[src/rtl/fetch_pkg.sv]
// Shared fetch-unit types: PC width, PC word type and program-counter FSM states.
// Latency: n/a (types only).
// Backpressure: n/a (types only).
package fetch_pkg;

  localparam int PC_W = 9;

  typedef logic [PC_W-1:0] pc_t;

  typedef enum logic {
    PC_IDLE = 1'b0,
    PC_RUN  = 1'b1
  } pc_state_t;

endpackage : fetch_pkg

[src/rtl/program_counter.sv]
// Fetch-unit program counter: start loads an address, then +1 per cycle or absolute jump on taken branch.
// Latency: one cycle from input sample to pc_out; pc_out is a register with no combinational input path.
// Backpressure: none; sequencing never stalls and RUN is left only through reset.
module program_counter
  import fetch_pkg::*;
(
  input  logic            clk,
  input  logic            rst_n,
  input  logic            start,
  input  logic [PC_W-1:0] start_addr,
  input  logic            branch,
  input  logic            taken,
  input  logic [PC_W-1:0] target,
  output logic [PC_W-1:0] pc_out
);

  pc_state_t state_q, state_d;
  pc_t       pc_q, pc_d;

  // Next-PC priority: start reloads from any state, IDLE holds, then taken branch, else increment.
  // The IDLE check sits ahead of the branch decode so branch/taken (even X) cannot touch pc while idle.
  always_comb begin
    pc_d    = pc_q;
    state_d = state_q;
    if (start) begin
      pc_d    = start_addr;
      state_d = PC_RUN;
    end else if (state_q == PC_RUN) begin
      if (branch && taken) begin
        pc_d = target;
      end else begin
        pc_d = pc_q + pc_t'(1);
      end
    end
  end

  // State and pc registers; synchronous active-low reset overrides everything.
  always_ff @(posedge clk) begin
    if (!rst_n) begin
      pc_q    <= '0;
      state_q <= PC_IDLE;
    end else begin
      pc_q    <= pc_d;
      state_q <= state_d;
    end
  end

  assign pc_out = pc_q;

endmodule : program_counter

[config.mk]
export PLATFORM = sky130hd
export DESIGN_NAME = program_counter
export DESIGN_NICKNAME = d
export VERILOG_FILES = /design/src/rtl/fetch_pkg.sv /design/src/rtl/program_counter.sv
export SDC_FILE = /design/constraint.sdc
export NUM_CORES = 1
export LEC_CHECK = 0
export CAP_MARGIN = 20
export CORE_UTILIZATION = 35
export CTS_CLUSTER_SIZE = 8
export DETAILED_ROUTE_END_ITERATION = 7
export HOLD_SLACK_MARGIN = 0.05
export PLACE_DENSITY_LB_ADDON = 0.05
export RECOVER_POWER = 100
export REMOVE_ABC_BUFFERS = 1
export SLEW_MARGIN = 20
export SYNTH_ARGS = -nofsm -noshare
export SYNTH_HDL_FRONTEND = slang
export SYNTH_SLANG_ARGS = --single-unit
[constraint.sdc]
create_clock -name clk -period 1.2 [get_ports clk]
set_input_delay 0.36 -clock clk [delete_from_list [all_inputs] [get_ports clk]]
set_output_delay 0.36 -clock clk [all_outputs]
set_load 0.01 [all_outputs]
== Yosys cells after proc, flatten, opt, wreduce, memory -nomap -nowiden ==
Cells that the tools add are included.

* Bits in writable memories: 0
* Memories kept: 0
* Input port bits: 23
* Flip-flop bits (word level): 10
* Word-level logic and storage cells: 8
* Latch bits: 0
* Bits in read-only memories: 0

* Divide/modulo/power cells: 0
* Multiply operators: 0
* Magnitude comparators: 0
* Reduce and logical (&&, ||, !) cells: 2
* $add $sub $neg: 1
* Bitwise operators: 0
* Equality and inequality tests: 0
* Mux-type cells: 3
* Shift-type cells: 0

{| class="wikitable"
|+ Operators by type and width
! operator !! number
|-
| two-way mux 9 bit || 3
|-
| adder 9 x 1 -> 9 bit (second input constant) || 1
|-
| nonzero test 2 bit || 1
|-
| logical AND 1 bit || 1
|}

== Longest topological paths before layout ==
Gate-level depths: netlist of the first run.

* Depth in word-level cells: 4
* Depth in mapped cells: 6

== Worst setup path after synthesis of the first run ==
OpenSTA, ideal clock, no wires.

* Path kind: reg2reg
* From: reg pc_q[0], in the netlist pc_out[0]
* To: reg pc_q[4], in the netlist pc_out[4]
* Arrival time: 1.161 ns
* Required time: 1.084 ns
* Slack: -0.077 ns
* Stages on the path, launching flop included: 6
* Period minus slack after synthesis: 1.277 ns
* Path buffers: 0
* Cell sequence: dfxtp_1 -> ha_1 -> nand3_1 -> xor2_1 -> nand3_1 -> and3_1

* Word-level cells in the longest chain between the ends: 4

{| class="wikitable"
|+ RTL lines
! element !! RTL line !! RTL
|-
| start: declaration || program_counter.sv:18 || <nowiki>pc_t pc_q, pc_d;</nowiki>
|-
| start signal: assignment || program_counter.sv:43 || <nowiki>pc_q <= pc_d;</nowiki>
|-
| adder 9 x 1 -> 9 bit || program_counter.sv:32 || <nowiki>pc_d = pc_q + pc_t'(1);</nowiki>
|-
| two-way mux 9 bit || program_counter.sv:29 || <nowiki>if (branch && taken) begin</nowiki>
|-
| two-way mux 9 bit || program_counter.sv:28 || <nowiki>end else if (state_q == PC_RUN) begin</nowiki>
|-
| two-way mux 9 bit || program_counter.sv:25 || <nowiki>if (start) begin</nowiki>
|}

No other way between the ends. The select of a mux whose other input is x is not followed.
A chain may end at the register's enable or synchronous reset.

== Worst setup path after layout of the first run ==
* From: reg pc_q[4], in the netlist pc_out[4]
* To: out pc_out[4]

{| class="wikitable"
|+ RTL lines
! element !! RTL line !! RTL
|-
| end: declaration || program_counter.sv:14 || <nowiki>output logic [PC_W-1:0] pc_out</nowiki>
|}

No word-level cell between the ends.

==> metrics.md, run 1 <==
| Metric | Value |
|---|---|
| Crit path DAT | about 0.81 ns |
| Die ar. | just over 2000 µm² |
| Num CTS Buffers | 3 |
| # Max-Cap Violations | 0 |
| CTS tree | built |
| CP max-delay cell | dfxtp_2 |
| Fin worst setup slack | around 0.032 ns |
| Ys flop type | dfxtp_1 |
| H-tree lvl count | 1 |
| Fmax | 856 MHz |
| CTS clk-pin slew, worst paths | approximately 0.070 ns |
| Syn-to-layout area delta | 77.4% |
| Post-route ant nets | 0 |
| Pre-CTS setup slack | -0.465 ns |
| First-iteration detailed-routing DRC count | 8 |
| Worst slew pin tran | ~0.26 ns |
| Final hold vios | 0 |
| Root Driver | clkbuf_4 |
| Via Count | between 800 and 900 |
| Starting Density | 0.378 |
| Worst VDD drop | around 500 µV |
| DRC | 0 |
| Routability cong. | between 0.7 and 0.8 |
| # clock sinks | 10 |
| Final min period | roughly 1.2 ns |
| Non-Filler Instances | roughly 160 |
| Crit Path Category | flop to primary output |
| WP buf/inv | 1 |
| Die width | roughly 45 µm |
| Total Neg Setup Slack | 0 ns |
| Hold WS | around 0.54 ns |
| Power per cell area | 787 nW/µm² |
| Initial antenna violation count | 0 |
| Critical Path RT | between 0.8 and 0.9 ns |
| Rel. slew slack | 0.826 |
| GR Util All Layers | 0.207 |
| Largest net degree at the start of global routing | 11 |
| Height of the die | 45.4 µm |
| ANT cells | 0 |
| Placeable Area | approximately 1700 µm² |
| Critical Path Fanout Max | 2 |
| Mapped Area | between 600 and 700 µm² |
| Slowest cell delay on critical path | roughly 0.33 ns |
| Vias in the first global route | 744 |
| FFs w/ async S/R, synth | 0 |
| First-pass GRT wire length | between 3000 and 4000 µm |
| Crit-path cells | clkdlybuf4s15_2 |
| Final wirelength | around 1900 µm |
| Synth warnings | 0 |
| Post-DR vias/cell | about 5.1 |
| Area of placed instances | between 1000 and 1500 µm² |
| Post-synth EDFFs | 0 |
| Drt wl/cell | approximately 12 µm |
| Setup violators final | 0 |
| Startpoint type of the worst setup path | flop |
| Cells after Synth | 86 |
| Cells after DPL | 160 |
| Post-DP HPWL | between 1000 and 1500 µm |
| Fin Clk Skew | around 0.0037 ns |
| Status | completed |
| Slew Viols, Final | 0 |
| CTS max path bufs | 2 |
| Grt total ovfl | 0 |
| Critical path endpoint category | primary output |
| RSZ-0062 raised after global routing | true |
| Mapped Avg Cell Area | about 7.7 µm² |
| TritonRoute pass-1 iters | 4 |
| Post-synthesis sequential area ratio | 0.304 |
| Post-CTS Hold Fix Bufs | 0 |
| Crit-path leading delay family | flip-flops |
| Hold WC Path Type | primary input to flop |
| Port Buffer Count | 31 |
| Post-route cell area | 1170 µm² |
| Rows | 15 |
| Worst-skew pair later-pin latency | between 0.2 and 0.3 ns |
| Share of layout cells above drive strength 1 | 0.355 |
| Fin crit share | 0.973 |
| LEAKAGE | between 0.0005 and 0.0006 µW |
| Synth cell types | 28 |
| Fin nets | 164 |
| Flop and latch count out of synthesis | 10 |
| IO Pins | 32 |
-- per-stage QoR --
| step | util | power, µW |
|---|---|---|
| CTS | 0.675 | 920 |
| global placement | 0.656 | 689 |
| global route | 0.670 | 976 |
| detailed placement | 0.656 | 692 |
| finish | 0.670 | 921 |
| floorplan | - | 482 |
-- state kept, by name, indices dropped and copies added, names as in the netlist --
signal,count
state_q,1
pc_out,9
-- worst reg2reg max path: cells and delay by family (launching register included) --
kind,cells,cell delay (ns)
flops,1,0.34
xor+xnor,1,0.17
buf+inv,1,0.12
simple gates,2,0.33
compound gates,1,0.07
-- what timing repair did --
item	in CTS	in global routing
cloned	0	0
pin swaps	1	7
setup buffers	0	0
resized for setup	35	22
setup endpoints to repair	18	14
-- cells in the final DEF, fill, tap and decap left out, types with 4 or more instances in the layout --
cell type,Yosys,final
nand2_1,7,7
xor2_1,6,6
o21ai_1,2,5
clkbuf_2,0,5
buf_2,2,4
clkdlybuf4s50_1,0,18
nand2b_1,5,5
o21ai_0,14,11
dfxtp_2,0,6
and3_1,4,4
buf_4,1,19
nand3_1,8,8
a22oi_1,5,5
-- layer usage --
| metal | routed length [µm] | GRT usage |
|---|---|---|
| met3 | 82 | 0.0278 |
| met1 | 878 | 0.257 |
| met2 | 931 | 0.346 |
| met5 | 0 | 0 |
| met4 | 34 | 0.109 |
-- report_power, final --
part           internal, µW  switching, µW  total [µW]
clock                   116            124         240
sequential              359           21.6         380
combinational           179            122         301
total                   654            267         921
-- synth_stat cells (all sizes together) (2+ instances only) --
library cell,n,share of area
a21oi,2,0.015
a22oi,5,0.057
and3,4,0.038
buf,3,0.027
dfxtp,10,0.30
inv,2,0.011
nand2,8,0.049
nand2b,5,0.047
nand3,8,0.061
nand4,2,0.019
nor2,3,0.017
nor2b,2,0.023
o21ai,16,0.12
xor2,6,0.080
-- final timing paths --
path,startpoint,endpoint,slack [ns],cells past startpoint
worst min register to register,pc_out[0]$_SDFFE_PN0P_,pc_out[0]$_SDFFE_PN0P_,0.56,2
worst min-delay path,start,pc_out[5]$_SDFFE_PN0P_,0.54,5
worst max register to register,pc_out[2]$_SDFFE_PN0P_,pc_out[7]$_SDFFE_PN0P_,0.06,5
worst max-delay path,pc_out[4]$_SDFFE_PN0P_,pc_out[4],0.03,1
-- area by class of cell --
class                   instances  area, µm²
well taps                      25       31.3
fillers                       160        576
clock buffers                   3       22.5
multi-input cells              70        458
repair buffers                 53        439
flip-flops and latches         10        211
inverters                       2       7.51
-- cell families (layout without fill, tap and decap cells) --
logic type / count (synthesis) / after routing / share of synthesized area
xor+xnor: 6 / 6 / 0.0797
fa+ha+maj: 1 / 1 / 0.0190
buf+inv: 6 / 58 / 0.0436
compound gates: 28 / 28 / 0.249
flops: 10 / 10 / 0.304
simple gates: 35 / 35 / 0.306
(Power assumes the default switching activity.)
==> run 2: changes to the inputs <==
--- a/config.mk
+++ b/config.mk
@@ -5,6 +5,7 @@
 export SDC_FILE = /design/constraint.sdc
 export NUM_CORES = 1
 export LEC_CHECK = 0
+export ABC_CLOCK_PERIOD_IN_PS = 1200
 export CAP_MARGIN = 20
 export CORE_UTILIZATION = 35
 export CTS_CLUSTER_SIZE = 8
==> results of run 2 <==
Final layout, timing and power as in run 1 (identical DEF).
